File: config.mk
export PLATFORM = sky130hd
export DESIGN_NAME = hex_display_ctrl
export DESIGN_NICKNAME = d
export VERILOG_FILES = /design/src/rtl/hex_display_ctrl.sv
export SDC_FILE = /design/constraint.sdc
export NUM_CORES = 1
export LEC_CHECK = 0
export CORE_MARGIN = 2
export CORE_UTILIZATION = 30
export DETAILED_ROUTE_END_ITERATION = 8
export GPL_ROUTABILITY_DRIVEN = 0
export PLACE_DENSITY = 0.5
export SLEW_MARGIN = 20
export SYNTH_ARGS = -nofsm -noshare
export SYNTH_HDL_FRONTEND = slang
export SYNTH_SLANG_ARGS = --single-unit
File: constraint.sdc
create_clock -name clk -period 3 [get_ports clk]
set_input_delay 0.45 -clock clk [delete_from_list [all_inputs] [get_ports clk]]
set_output_delay 0.45 -clock clk [all_outputs]
set_load 0.02 [all_outputs]
File: src/rtl/hex_display_ctrl.sv
// Multi-digit seven-segment controller for low-active HEX displays.
// Sequential shift-add-3 binary-to-BCD conversion with blanking/override modes.
module hex_display_ctrl #(
  parameter int DIGITS    = 4,
  parameter int VAL_W     = 14,
  parameter int BLINK_DIV = 25_000_000,
  parameter int LZB       = 1
) (
  input  logic                  clk,
  input  logic                  rst,
  input  logic [VAL_W-1:0]      value,
  input  logic                  load,
  input  logic                  error,
  input  logic                  none,
  input  logic                  blink_en,
  output logic                  busy,
  output logic                  done,
  output logic                  ovf,
  output logic [7*DIGITS-1:0]   seg
);

  localparam int BW = 4 * DIGITS;
  localparam int CW = $clog2(VAL_W + 1);
  localparam int KW = (BLINK_DIV > 1) ? $clog2(BLINK_DIV) : 1;

  localparam logic [6:0] S_E     = 7'b0000110;
  localparam logic [6:0] S_UNDER = 7'b1110111;
  localparam logic [6:0] S_BLANK = 7'b1111111;

  function automatic logic [31:0] pow10(input int n);
    logic [31:0] r;
    r = 32'd1;
    for (int i = 0; i < n; i++) r = r * 32'd10;
    return r;
  endfunction

  localparam logic [31:0] LIMIT = pow10(DIGITS);
  localparam logic [CW-1:0] LAST = CW'(VAL_W - 1);
  localparam logic [KW-1:0] BTOP = KW'(BLINK_DIV - 1);

  function automatic logic [6:0] dec7(input logic [3:0] d);
    logic [6:0] s;
    case (d)
      4'd0:    s = 7'b1000000;
      4'd1:    s = 7'b1111001;
      4'd2:    s = 7'b0100100;
      4'd3:    s = 7'b0110000;
      4'd4:    s = 7'b0011001;
      4'd5:    s = 7'b0010010;
      4'd6:    s = 7'b0000010;
      4'd7:    s = 7'b1111000;
      4'd8:    s = 7'b0000000;
      4'd9:    s = 7'b0010000;
      default: s = S_BLANK;
    endcase
    return s;
  endfunction

  typedef enum logic [1:0] {
    IDLE,
    CONV,
    COMMIT
  } state_t;

  state_t           state;
  logic [VAL_W-1:0] sr;
  logic [BW-1:0]    acc;
  logic [BW-1:0]    adj;
  logic [BW-1:0]    disp;
  logic [CW-1:0]    cnt;
  logic             ovf_pend;
  logic [KW-1:0]    bcnt;
  logic             phase;
  logic [3:0]       nib;
  logic             nz;

  // add-3 correction applied before each shift
  always_comb begin
    adj = acc;
    for (int i = 0; i < DIGITS; i++) begin
      if (acc[4*i +: 4] >= 4'd5)
        adj[4*i +: 4] = acc[4*i +: 4] + 4'd3;
    end
  end

  always_ff @(posedge clk or posedge rst) begin
    if (rst) begin
      state    <= IDLE;
      sr       <= '0;
      acc      <= '0;
      cnt      <= '0;
      ovf_pend <= 1'b0;
      disp     <= '0;
      busy     <= 1'b0;
      done     <= 1'b0;
      ovf      <= 1'b0;
    end else begin
      done <= 1'b0;
      unique case (state)
        IDLE: begin
          if (load) begin
            sr       <= value;
            acc      <= '0;
            cnt      <= '0;
            ovf_pend <= {{(32-VAL_W){1'b0}}, value} >= LIMIT;
            busy     <= 1'b1;
            state    <= CONV;
          end
        end
        CONV: begin
          {acc, sr} <= {adj, sr} << 1;
          cnt       <= cnt + 1'b1;
          if (cnt == LAST)
            state <= COMMIT;
        end
        COMMIT: begin
          disp  <= acc;
          ovf   <= ovf_pend;
          done  <= 1'b1;
          busy  <= 1'b0;
          state <= IDLE;
        end
        default: state <= IDLE;
      endcase
    end
  end

  always_ff @(posedge clk or posedge rst) begin
    if (rst) begin
      bcnt  <= '0;
      phase <= 1'b0;
    end else if (bcnt == BTOP) begin
      bcnt  <= '0;
      phase <= ~phase;
    end else begin
      bcnt <= bcnt + 1'b1;
    end
  end

  // walk from the top digit so nz tracks "any nonzero at or above i"
  always_comb begin
    seg = '1;
    nib = '0;
    nz  = 1'b0;
    for (int i = DIGITS - 1; i >= 0; i--) begin
      nib = disp[4*i +: 4];
      nz  = nz | (nib != 4'd0);
      if (blink_en && phase)
        seg[7*i +: 7] = S_BLANK;
      else if (none)
        seg[7*i +: 7] = S_UNDER;
      else if (error || ovf)
        seg[7*i +: 7] = S_E;
      else if ((LZB != 0) && (i != 0) && !nz)
        seg[7*i +: 7] = S_BLANK;
      else
        seg[7*i +: 7] = dec7(nib);
    end
  end

endmodule

==> results of run 1 <==
[through the flow]
step	hold WS, ns	instance area [um^2]	instances	utilization, %	total power, mW
final	0.4761	5868	790	37.35	5.124
after CTS	0.4784	5844	790	37.20	5.167
after floorplan	0.4331	4771	520	-	3.347
after detailed placement	0.4631	5548	774	35.31	4.034
after global placement	0.4571	5548	774	35.31	3.991
after global routing	0.4969	5868	790	37.35	5.593
[worst min-delay path by stage]
stage	from	to	slack [ns]
2_1_floorplan	ovf_pend	ovf_pend	0.43
3_3_place_gp	bcnt[24]	bcnt[24]	0.46
3_5_place_dp	sr[8]	sr[8]	0.46
4_1_cts	sr[8]	sr[8]	0.48
5_1_grt	sr[8]	sr[8]	0.50
6_report	sr[13]	sr[13]	0.48
[power by group]
part           internal (mW)  leakage (nW)  switching [mW]
registers               1.44          1.05           0.368
logic                  0.982          1.42            1.23
clock network          0.690         0.147           0.417
total                   3.11          2.62            2.01
[cell type report]
class | instances | area, um^2 | area share [%]
clock buffers | 14 | 264.0 | 4.499
clock inverters | 2 | 35.03 | 0.5970
inverters | 24 | 91.34 | 1.557
multi-input cells | 389 | 2535 | 43.20
flip-flops and latches | 82 | 2052 | 34.97
well taps | 216 | 270.3 | 4.606
repair buffers | 63 | 620.6 | 10.58
[routing by layer]
metal / track usage [%] / part of all wire [%]
met4: 5.250 / 1.3
met1: 18.90 / 51
met2: 20.73 / 44
met5: 0 / 0
met3: 1.681 / 4.3
[state kept, by name (all words and copies together) (netlist names)]
name      flops
ovf           1
busy          1
ovf_pend      1
phase         1
done          1
sr           14
cnt           4
state         2
acc          16
disp         16
bcnt         25
[cells in the mapped netlist, drive strengths merged, types with 5 or more instances]
cell / n / area [um^2]
o31ai: 13 / 97.59
a22oi: 14 / 105.1
inv: 24 / 90.09
nand3: 25 / 125.1
xor2: 13 / 113.9
nor3: 8 / 45.04
o21ai: 54 / 270.3
nand2b: 11 / 68.82
nor2: 28 / 107.6
a21oi: 24 / 120.1
dfrtp: 82 / 2052
nor2b: 8 / 50.05
or3: 8 / 51.30
clkbuf: 20 / 75.07
ha: 32 / 400.4
xnor2: 10 / 87.58
buf: 5 / 32.53
mux2: 10 / 112.6
nand2: 74 / 277.8
nand4: 10 / 77.57
[critical path: stages (launching register included)]
cell	delay (ns)
dfrtp_1	0.46
or4_4	0.58
o21ai_2	0.21
o21ai_0	0.11
nand2_1	0.07
clkdlybuf4s50_1	0.60
[kinds of logic (layout without fill, tap and decap cells)]
group	after synthesis	after routing
AND/OR/NAND/NOR	195	195
buffers and inverters	49	103
adder cells (fa/ha/maj)	32	32
XOR/XNOR	23	23
multiplexers	14	14
flip-flops	82	82
AO/OA/AOI/OAI	125	125
==> results.py, run 1 <==
metrics = {
    "final_layout": {
        "drive_gt1_share_pct": 9.059,
        "layout_commonest_cell": "dfrtp_1",
        "diodes": 0,
        "area_growth_pct": 23.00,
        "most-common-layout-cells": "dfrtp_1 (82), nand2_1 (74), o21ai_0 (53)",
        "layout.nets": 621,
        "fillers": 1581,
    },
    "timing": {
        "fmax_ghz": 0.3556,
        "final-setup-viol-count": 0,
        "finalWorstPathRequiredPeriod_ns": 2.812,
        "grt_setup_unrepaired": "no",
        "fin_tns_setup_ns": 0,
        "timing.final.hold_violations": 0,
        "drv_slew": 0,
        "worstMarginPinSlew_ns": 0.8710,
        "fin_crit_sh_pct": 93.73,
        "fin_skew_ns": 0.008207,
        "setup_slack_ns": 0.1880,
        "max_slew_margin_pct": 41.67,
    },
    "detailed_routing": {
        "via_count": 3847,
        "drtPass1Iterations": 4,
        "drtIter0Drc": 203,
        "via_per_inst": 4.870,
        "drc_errors": 0,
        "drt_wl_total_um": 10560,
        "wl_per_cell_um": 13.37,
        "postRouteAntennaNets": 0,
    },
    "critical_path": {
        "endpoint": "seg[20]",
        "crit_path_start": "disp[14]",
        "worst_ep_required_time_ns": 2.55,
        "reg2regPathDepth": 6,
        "cp-start-kind": "register",
        "critPathKind": "reg2out",
        "crit_fanout": 10,
        "r2r-end": "phase",
        "rr_startpoint": "bcnt[0]",
        "rrSetupSlack_ns": 0.91,
        "end_kind": "primary output",
        "arrival_ns": 2.36,
    },
    "cts": {
        "cts_hold_buf": 0,
        "postCtsSetupRepairBufs": 0,
        "root_buffer": "clkbuf_16",
        "cts.clk_slew.worst_paths_ns": 0.06,
        "cts_tree": "yes",
        "clock_latency_ns": 0.33,
        "numCtsBuffers": 9,
        "cts_max_level": 3,
        "cts_resized": 2,
        "cts.sinks": 82,
        "clock_path_buffers": 2,
    },
    "power_and_ir_drop": {
        "peakVddDrop_v": 0.0003102,
        "power_density_nw_per_um2": 873.2,
        "p_leak_nw": 2.617,
    },
    "die": {
        "rows": 46,
        "ios": 51,
        "initial_utilization_pct": 30.36,
        "core_um2": 15710,
        "die-area_um2": 16930,
        "die_w_um": 130.1,
        "fp.dieH_um": 130.1,
    },
    "yosys": {
        "synthArstFlopShare_pct": 100.0,
        "yosysSeqAreaShare_pct": 43.01,
        "syn_inst": 520,
        "ys_ff_latch": 82,
        "avgSynthCellArea_um2": 9.175,
        "ys_warn_count": 0,
        "syn_area_um2": 4771,
        "ys.flop_type": "dfrtp_1",
        "synth_mux_area_share_pct": 3.200,
        "yosysUniqueCellTypes": 53,
        "synth-edff-count": 0,
        "synthAdderAreaFrac_pct": 8.392,
        "synth_compound_area_share_pct": 16.05,
        "syn_nets": 572,
        "yosys.area_share.simple_pct": 20.98,
        "synthXorXnorAreaFrac_pct": 4.222,
        "synth_top_family_by_area": "simple AND/OR/NAND/NOR gates",
    },
    "global_routing": {
        "antenna_found_initial": 0,
        "grt_max_degree": 53,
        "grt_first_pass_wirelength_um": 18350,
        "grt_use_total_pct": 13.32,
        "grt_pass1_vias": 3752,
        "overflow": 0,
    },
    "place": {
        "dp_slack_ns": 0.2412,
        "dpl.hpwl_um": 7464,
        "numPortBuffers": 50,
    },
    "status": {
        "status": "complete, no violations",
    },
    "hold_path": {
        "min_path_cells": 2,
        "hp-class": "reg2reg",
    },
    "flow_run": {
        "maxCapViolCount": 0,
    },
}
Power figures use the tool's default switching activity.
==> inputs of run 2 (changes only) <==
--- a/config.mk
+++ b/config.mk
@@ -5,10 +5,10 @@
 export SDC_FILE = /design/constraint.sdc
 export NUM_CORES = 1
 export LEC_CHECK = 0
-export CORE_MARGIN = 2
 export CORE_UTILIZATION = 30
+export CTS_CLUSTER_DIAMETER = 200
 export DETAILED_ROUTE_END_ITERATION = 8
-export GPL_ROUTABILITY_DRIVEN = 0
+export GPL_ROUTABILITY_DRIVEN = 1
 export PLACE_DENSITY = 0.5
 export SLEW_MARGIN = 20
 export SYNTH_ARGS = -nofsm -noshare
==> run 2 against run 1 <==
  * Cell count fell by 0.76%
  * Global-route usage rose by 0.31 points
  * Combinational power fell by 2%
  * Sequential cell count did not move
  * Clock power fell by 13%
  * Via count fell by 0.13%
  * Critical path depth did not move
  * Register-to-register slack got worse by 0.02 ns
  * Critical endpoint unchanged
==> results.py, run 2 (synthesis gave the netlist of run 1 again) <==
metrics = {
    "place": {
        "dpl.hpwl_um": 7435,
        "numPortBuffers": 50,
        "gp_congestion": 0.7562,
    },
    "cts": {
        "cts_max_level": 3,
        "cts_tree": "yes",
        "clock_path_buffers": 2,
        "cts.clk_slew.worst_paths_ns": 0.06,
        "root_buffer": "clkbuf_16",
        "cts.sinks": 82,
        "numCtsBuffers": 9,
        "clock_latency_ns": 0.33,
    },
    "power_and_ir_drop": {
        "switching_power_mw": 1.997,
        "peakVddDrop_v": 0.0002946,
        "p_clk_share_pct": 19.4,
        "pwr-share-seq_pct": 36.8,
        "p_int_mw": 2.966,
        "finalPower_mw": 4.963,
        "p_sw_share_pct": 40.24,
        "comb_power_share_pct": 43.8,
        "p_leak_nw": 2.603,
        "power_density_nw_per_um2": 852.8,
    },
    "timing": {
        "fmax_ghz": 0.3506,
        "max_slew_margin_pct": 42.36,
        "fin_tns_setup_ns": 0,
        "timing.final.hold_violations": 0,
        "fin_crit_sh_pct": 95.07,
        "fin_skew_ns": 0.003706,
        "worstMarginPinSlew_ns": 0.8606,
        "drv_slew": 0,
        "grt_setup_unrepaired": "no",
        "final-setup-viol-count": 0,
        "finalWorstPathRequiredPeriod_ns": 2.852,
        "hold_slack_ns": 0.4684,
    },
    "final_layout": {
        "regArea_um2": 2052,
        "multi_input_area_um2": 2535,
        "area_growth_pct": 21.98,
        "reg_top3": "bcnt: 25 flops, acc: 16 flops, disp: 16 flops",
        "layout.nets": 621,
        "layout_commonest_cell": "dfrtp_1",
        "regMostFlops": "bcnt",
        "largest_reg_flops": 25,
        "fillers": 1560,
        "post-route-util_pct": 37.86,
        "most-common-layout-cells": "dfrtp_1 (82), nand2_1 (74), o21ai_0 (53)",
        "diodes": 0,
        "drive_gt1_share_pct": 9.075,
    },
    "die": {
        "rows": 45,
        "die_w_um": 128.1,
        "initial_utilization_pct": 31.04,
        "fp.dieH_um": 128.1,
        "core_um2": 15370,
        "ios": 51,
        "die-area_um2": 16410,
    },
    "detailed_routing": {
        "via_count": 3842,
        "drc_errors": 0,
        "via_per_inst": 4.901,
        "wl_per_cell_um": 13.52,
        "drt_wl_total_um": 10600,
        "drtIter0Drc": 190,
        "postRouteAntennaNets": 0,
        "drtPass1Iterations": 4,
    },
    "critical_path": {
        "reg2regPathDepth": 6,
        "end_kind": "primary output",
        "crit_fanout": 10,
        "cp-start-kind": "register",
        "critPathKind": "reg2out",
        "arrival_ns": 2.40,
        "worst_ep_required_time_ns": 2.55,
        "rrSetupSlack_ns": 0.89,
    },
    "global_routing": {
        "grt_use_total_pct": 13.63,
        "grt_max_degree": 51,
        "grt_first_pass_wirelength_um": 18100,
        "overflow": 0,
        "antenna_found_initial": 0,
        "grt_pass1_vias": 3708,
    },
    "hold_path": {
        "hp-class": "reg2reg",
        "min_path_cells": 2,
    },
    "status": {
        "status": "complete, no violations",
    },
    "flow_run": {
        "maxCapViolCount": 0,
    },
}
==> run 2: cell types whose count changed in the layout (fill, tap and decap cells not counted) <==
cell / change
clkbuf_1: -1
bufinv_16: -1
dlygate4sd2_1: -1
clkbuf_8: -2
dlymetal6s2s_1: +1
clkinv_2: +3
==> run 2: layer usage <==
metal / vias to the layer above / share of wire, % / global-route usage, %
li1: 1945 / - / -
met1: 1804 / 53 / 19.73
met2: 83 / 42 / 20.62
met3: 10 / 3.3 / 1.711
met4: 0 / 1.1 / 5.190
met5: - / 0 / 0
==> run 2: cell type report <==
type / instances / area share, %
inverter: 24 / 1.570
multi-input combinational: 389 / 43.56
clock buffer: 11 / 3.999
timing repair buffer: 63 / 10.73
clock inverter: 4 / 0.3440
tap: 211 / 4.537
sequential: 82 / 35.26
==> run 2: timing repair <==
| item | CTS | global route |
|---|---|---|
| endpoints found under the setup margin | 6 | 9 |
| setup buffers | 0 | 0 |
| gates resized for setup | 1 | 9 |
| gates cloned | 0 | 0 |
| pin swaps | 0 | 0 |
| hold buffers | 0 | 0 |
==> run 2: critical path, cell delays in order (launching register included) <==
cell and delay [ns]:
dfrtp_1 0.47, or4_4 0.59, o21ai_2 0.22, o21ai_0 0.13, nand2_1 0.07, clkdlybuf4s50_1 0.59
==> run 2: through the flow <==
step                instance area [um^2]  instances  setup slack [ns]
floorplan                           4771        520            0.4416
global placement                    5542        769            0.2736
detailed placement                  5542        769            0.2588
CTS                                 5793        784          -0.04353
global route                        5819        784           0.05552
finish                              5819        784            0.1479
==> run 2: worst paths after layout <==
check                         start        to
min in group asynchronous       rst     sr[2]
max                        disp[14]   seg[20]
max in group asynchronous       rst    acc[3]
min reg2reg                ovf_pend  ovf_pend
min                        ovf_pend  ovf_pend
max reg2reg                 bcnt[0]     phase
==> run 2: power by group through the flow <==
stage | Sequential [mW] | Clock, mW | Combinational [mW]
final | 1.82 | 0.963 | 2.17
after global routing | 1.89 | 1.04 | 2.48
after CTS | 1.82 | 0.999 | 2.19
after detailed placement | 1.84 | 0 | 2.18
after global placement | 1.83 | 0 | 2.16
after floorplan | 1.68 | 0 | 1.67
==> inputs of run 3 (changes only) <==
--- a/config.mk
+++ b/config.mk
@@ -5,11 +5,13 @@
 export SDC_FILE = /design/constraint.sdc
 export NUM_CORES = 1
 export LEC_CHECK = 0
-export CORE_UTILIZATION = 30
+export CORE_ASPECT_RATIO = 0.5
+export CORE_UTILIZATION = 50
 export CTS_CLUSTER_DIAMETER = 200
 export DETAILED_ROUTE_END_ITERATION = 8
 export GPL_ROUTABILITY_DRIVEN = 1
-export PLACE_DENSITY = 0.5
+export PLACE_DENSITY = 0.74
+export REMOVE_ABC_BUFFERS = 1
 export SLEW_MARGIN = 20
 export SYNTH_ARGS = -nofsm -noshare
 export SYNTH_HDL_FRONTEND = slang
==> run 3 against run 2 <==
  * Critical path depth did not move
  * Cell count down 12%
  * Non-clock buffer count shrank 1
  * Die area shrank 39%
  * Hold slack better by 0.0063 ns
  * First-iteration DRC count increased by 22%
  * Sequential share of layout area rose by 0.24 points
  * Register-to-register slack is essentially flat
==> results.py, run 3 (synthesis gave the netlist of run 1 again) <==
metrics = {
    "status": {
        "status": "complete, no violations",
    },
    "global_routing": {
        "overflow": 0,
        "grt_first_pass_wirelength_um": 17110,
        "grt_max_degree": 43,
        "antenna_found_initial": 0,
        "grt_pass1_vias": 3673,
        "grt_use_total_pct": 21.88,
    },
    "timing": {
        "drv_slew": 0,
        "max_slew_margin_pct": 44.47,
        "fin_skew_ns": 0.006773,
        "fin_crit_sh_pct": 95.84,
        "fin_tns_setup_ns": 0,
        "finalWorstPathRequiredPeriod_ns": 2.875,
        "setup_slack_ns": 0.1248,
        "grt_setup_unrepaired": "no",
        "fmax_ghz": 0.3478,
        "final-setup-viol-count": 0,
        "timing.final.hold_violations": 0,
        "worstMarginPinSlew_ns": 0.8292,
    },
    "die": {
        "rows": 24,
        "ios": 51,
        "core_um2": 8979,
        "die-area_um2": 9960,
        "initial_utilization_pct": 53.14,
        "die_w_um": 140.1,
        "fp.dieH_um": 71.07,
    },
    "cts": {
        "cts.clk_slew.worst_paths_ns": 0.06,
        "clock_path_buffers": 2,
        "cts_max_level": 3,
        "cts_tree": "yes",
        "root_buffer": "clkbuf_16",
        "numCtsBuffers": 9,
        "clock_latency_ns": 0.34,
        "postCtsSetupRepairBufs": 0,
        "cts.sinks": 82,
    },
    "detailed_routing": {
        "drc_errors": 0,
        "drtPass1Iterations": 4,
        "via_per_inst": 5.591,
        "postRouteAntennaNets": 0,
        "via_count": 3858,
        "wl_per_cell_um": 14.49,
        "drt_wl_total_um": 9998,
        "drtIter0Drc": 232,
    },
    "hold_path": {
        "hp-class": "reg2reg",
    },
    "final_layout": {
        "most-common-layout-cells": "dfrtp_1 (82), nand2_1 (74), o21ai_0 (53)",
        "diodes": 0,
        "drive_gt1_share_pct": 9.250,
        "regMostFlops": "bcnt",
        "area_growth_pct": 21.16,
        "reg_top3": "bcnt: 25 flops, acc: 16 flops, disp: 16 flops",
        "largest_reg_flops": 25,
        "layout.nets": 620,
        "layout_commonest_cell": "dfrtp_1",
    },
    "critical_path": {
        "cp-start-kind": "register",
        "crit_fanout": 10,
        "critPathKind": "reg2out",
        "cp_slowest_cell": "clkdlybuf4s50_1",
        "worst_ep_required_time_ns": 2.55,
        "arrival_ns": 2.43,
        "cp_cell_sequence": "or4_4, nor2_2, o41ai_1, nand2_1, clkdlybuf4s50_1",
        "end_kind": "primary output",
        "cpPeakStageDelay_ns": 0.59,
        "path_delay_family": "simple AND/OR/NAND/NOR gates",
        "cp_num_buf_inv": 1,
    },
    "power_and_ir_drop": {
        "power_density_nw_per_um2": 918.5,
        "p_leak_nw": 2.622,
        "peakVddDrop_v": 0.0003909,
        "finalPower_mw": 5.310,
    },
    "place": {
        "gp_congestion": 0.8587,
        "dp_slack_ns": 0.2026,
        "numPortBuffers": 50,
        "dpl.hpwl_um": 6911,
    },
    "flow_run": {
        "maxCapViolCount": 0,
    },
}
-- run 3: cell count changes in the layout (fill, tap and decap cells not counted) --
cell	change
bufinv_16	+4
clkinv_2	-3
dlygate4sd2_1	+3
dlymetal6s2s_1	-3
buf_12	-1
clkbuf_1	-1
clkbuf_8	+1
nor2_2	+1
nor2_4	-1
-- run 3: final cells by class --
class	count	area, um^2
fill	737	3198
multi-input combinational	389	2530
sequential	82	2052
timing repair buffer	62	593.1
clock buffer	11	242.7
tap	117	146.4
clock inverter	5	125.1
inverter	24	91.34
-- run 3: timing repair --
| item | in CTS | in global routing |
|---|---|---|
| hold buffers | 0 | 0 |
| setup endpoints to repair | 6 | 9 |
| resized for setup | 5 | 4 |
| pin swaps | 0 | 0 |
-- run 3: worst paths after layout --
path | from | endpoint | slack, ns | cells past startpoint
max | disp[14] | seg[13] | 0.12 | 5
min | sr[13] | sr[13] | 0.47 | 2
max reg2reg | bcnt[0] | phase | 0.90 | 6
min reg2reg | sr[13] | sr[13] | 0.47 | 2
max in group asynchronous | rst | disp[6] | 2.07 | 3
min in group asynchronous | rst | bcnt[19] | 0.55 | 3
-- run 3: report_power, final --
group	switching [mW]	internal, mW
Sequential	0.376	1.44
Combinational	1.18	0.964
Clock	0.431	0.919
Total	1.99	3.32
-- run 3: routing by layer --
layer | global-route usage (%) | vias to the layer above | part of all wire (%)
met5 | 0 | - | 0
met4 | 6.716 | 0 | 1.5
met3 | 5.958 | 19 | 4.3
met2 | 36.17 | 55 | 47
met1 | 28.36 | 1854 | 48
li1 | - | 1930 | -
-- run 3: stage by stage --
stage,hold slack [ns],std cells,cell area (um^2),utilization [%]
after global placement,0.4585,674,5404,60.19
after global routing,0.4986,690,5781,64.38
after CTS,0.4782,690,5771,64.27
after floorplan,0.4331,495,4663,-
final,0.4746,690,5781,64.38
after detailed placement,0.4634,674,5404,60.19
-- run 3: worst register-to-register path, stage by stage, from the launching register on --
cell	delay [ns]
dfrtp_1	0.39
ha_1	0.22
and4_1	0.31
nand2_1	0.14
nor3_2	0.53
buf_4	0.28
xor2_1	0.16
==> patch: new RTL, config.mk and constraints of run 3 <==
Encoding of `state_t`: now one-hot (3 bits for 3 states).
--- a/src/rtl/hex_display_ctrl.sv
+++ b/src/rtl/hex_display_ctrl.sv
@@ -58,6 +58,6 @@
 
-  typedef enum logic [1:0] {
-    IDLE,
-    CONV,
-    COMMIT
+  typedef enum logic [2:0] {
+    IDLE   = 3'b001,
+    CONV   = 3'b010,
+    COMMIT = 3'b100
   } state_t;
Check against the original RTL: same outputs for any inputs over 10 cycles, from zero or initial values and one cycle with rst high; not proved beyond that.
==> patch against run 3 <==
Sequential share of layout area is 0.90 points higher. Synthesized cell count stayed put. Final area is 1.2% lower. Routed wire length is 1.5% higher. Area after synthesis is 0.68% higher. Sequential cell count is 1 higher. Clock skew is 0.0011 ns lower. Maximum frequency is 1.2% higher. Setup slack better by 0.034 ns. Critical path depth is 1 higher. Worst hold slack worse by 0.015 ns. Critical path type unchanged. Largest cell class unchanged.
Power is not compared: it rests on default switching activity, and its combinational part moved more than twofold at a synthesized area within 25%.
==> patch: results (changes against run 3) <==
* Worst setup path endpoint: seg[7]
* Status: finished, final reports clean
* H-Tree Depth at 3 (unchanged)
* CP max FO at 8 (-2)
* Reg2reg end: cnt[3]
* Top_reg_cell synth: dfrtp_1
* Synth cell count leaders: dfrtp_1 (82), nor2_1 (56), o21ai_0 (48)
* Worst reg2reg path depth at 5 (-1)
* Total congestion overflow at 0 (unchanged)
* Synthesized area per cell at 9.24 µm² (+0.68%)
* Critical path's slowest cell: clkdlybuf4s50_1
* Fillcell total at 766 (+3.9%)
* Root buf cell: clkbuf_16
* DRC viols at 0 (unchanged)
* Final wirelength at 10,100 µm (+1.5%)
* Max VDD drop at 0.382 mV
* Synth area leaders: dfrtp_1 (43%), ha_1 (8.3%), o21ai_0 (5.0%), nor2_1 (4.4%), nand2_1 (3.0%)
* Clk_skew at 0.00565 ns (-0.00112 ns)
* Drt first pass iters at 4 (unchanged)
* CTS Buffer Depth at 2 (unchanged)
* Port-buffer cells at 50 (unchanged)
* Initial antenna violation count at 0 (unchanged)
* Net count, final at 617 (-0.48%)
* Antenna cell count at 0 (unchanged)
* Clock-pin slew on the worst setup and hold paths at 0.05 ns
* LEAKAGE at roughly 2.5 nW
* Placed cell count at 671 (-0.45%)
* Post-route clock period utilization at 0.947 (-0.0113)
* Biggest regs: bcnt: 25 flops, acc: 16 flops, disp: 16 flops
* Total number of vias at 3,875 (+0.44%)
* GPL Wtd Cong at 0.850 (-1.1%)
* R2r setup slk at 0.72 ns (-0.18 ns)
* Dpl hpwl at 7090 µm (+2.6%)
* Crit Reg-Reg Startpoint: state[2]
* WL/cell at 14.9 µm (+2.6%)
* Final ANT Viol Nets at 0 (unchanged)
* Hold Crit Depth at 2 (unchanged)
* Num CTS Buffers at 9 (unchanged)
* DRT iter0 DRCs at 271 (+17%)
* Synth top area share at 0.427 (-0.00291)
* Vias in the first global route at 3,619 (-1.5%)
* Worst hold path type: reg2reg
* Clock insertion delay at the later pin of the skew report at 0.34 ns (about the same)
* Critical Path Max Stage Delay at 0.62 ns (+0.03 ns)
* Yosys warnings at 0 (unchanged)
* Cell area after placement at 0.00543 mm² (+0.46%)
* Fraction of layout cells with a size suffix above 1 at 0.0795 (-0.0130)
* Fraction of registers with async set/reset at 1.00 (unchanged)
* Worst Setup SP: disp[13]
* Pre-CTS WS at 0.182 ns (-0.0205 ns)
* First-pass GRT wire length at 17,500 µm (+2.3%)
* Post-synthesis cell type count at 55 (+3.8%)
* Sequential share of the synthesized area at 0.433 (+0.00256)
* Worst-Margin Slew at 0.955 ns (+0.126 ns)
* GRT Util Overall at 0.224 (+0.00555)
* Largest net degree at the start of global routing at 50 (+16%)
==> patch: cell types whose count changed in the layout (fill, tap and decap cells not counted), moves of 12 or more <==
| cell | before | now |
|---|---|---|
| a22oi_1 | 14 | 0 |
| nand2_1 | 74 | 38 |
| nand3_1 | 25 | 13 |
| nor2_1 | 27 | 56 |
| o22ai_1 | 0 | 22 |
==> patch: metal layers <==
layer	GRT usage	wire length, µm
met1	0.290	4750
met5	0	0
met4	0.0773	138
met2	0.373	4890
met3	0.0568	372
==> patch: how the worst min path moves through the flow <==
stage                         from  slack (ns)  endpoint
after floorplan           ovf_pend        0.43  ovf_pend
after global placement    ovf_pend        0.45  ovf_pend
after detailed placement  ovf_pend        0.45  ovf_pend
after CTS                 ovf_pend        0.46  ovf_pend
after global routing       bcnt[0]        0.51   bcnt[0]
final                     ovf_pend        0.46  ovf_pend
==> patch: where the power goes <==
part,total [mW],internal (mW),leakage (nW),switching (mW)
sequential,1.36,1.27,1.05,0.0960
clock,0.976,0.586,0.126,0.389
combinational,0.661,0.264,1.33,0.396
total,3.00,2.12,2.51,0.882
==> patch: repair_timing <==
item | in CTS | in global routing
cloned | 0 | 0
setup buffers | 0 | 0
hold endpoints to repair | 0 | 0
gates resized for setup | 1 | 6
setup endpoints to repair | 1 | 11
==> patch: area by class of cell <==
cell class,instances,area (µm²),share of cell area
Timing Repair Buffer,60,596,0.104
Multi-Input combinational cell,382,2520,0.442
Sequential cell,83,2080,0.364
Tap cell,117,146,0.0256
Inverter,29,110,0.0193
Clock buffer,12,256,0.0449
==> patch: kinds of logic after synthesis <==
logic type	after synthesis	synth area share
DFF	83	0.433
AOI/OAI and AO/OA	131	0.169
muxes	12	0.0266
and+or+nand+nor	180	0.192
xor gates and xnor gates	27	0.0492
adders and majority gates	32	0.0834
buffers and inverters	55	0.0466
==> patch: critical path, delay by kind of cell (launching register included) <==
| family | cells | cell delay (ns) |
|---|---|---|
| AND/OR/NAND/NOR | 1 | 0.31 |
| buffers and inverters | 2 | 0.78 |
| flip-flops | 1 | 0.41 |
| adder cells (fa/ha/maj) | 1 | 0.29 |
| AO/OA/AOI/OAI | 2 | 0.25 |
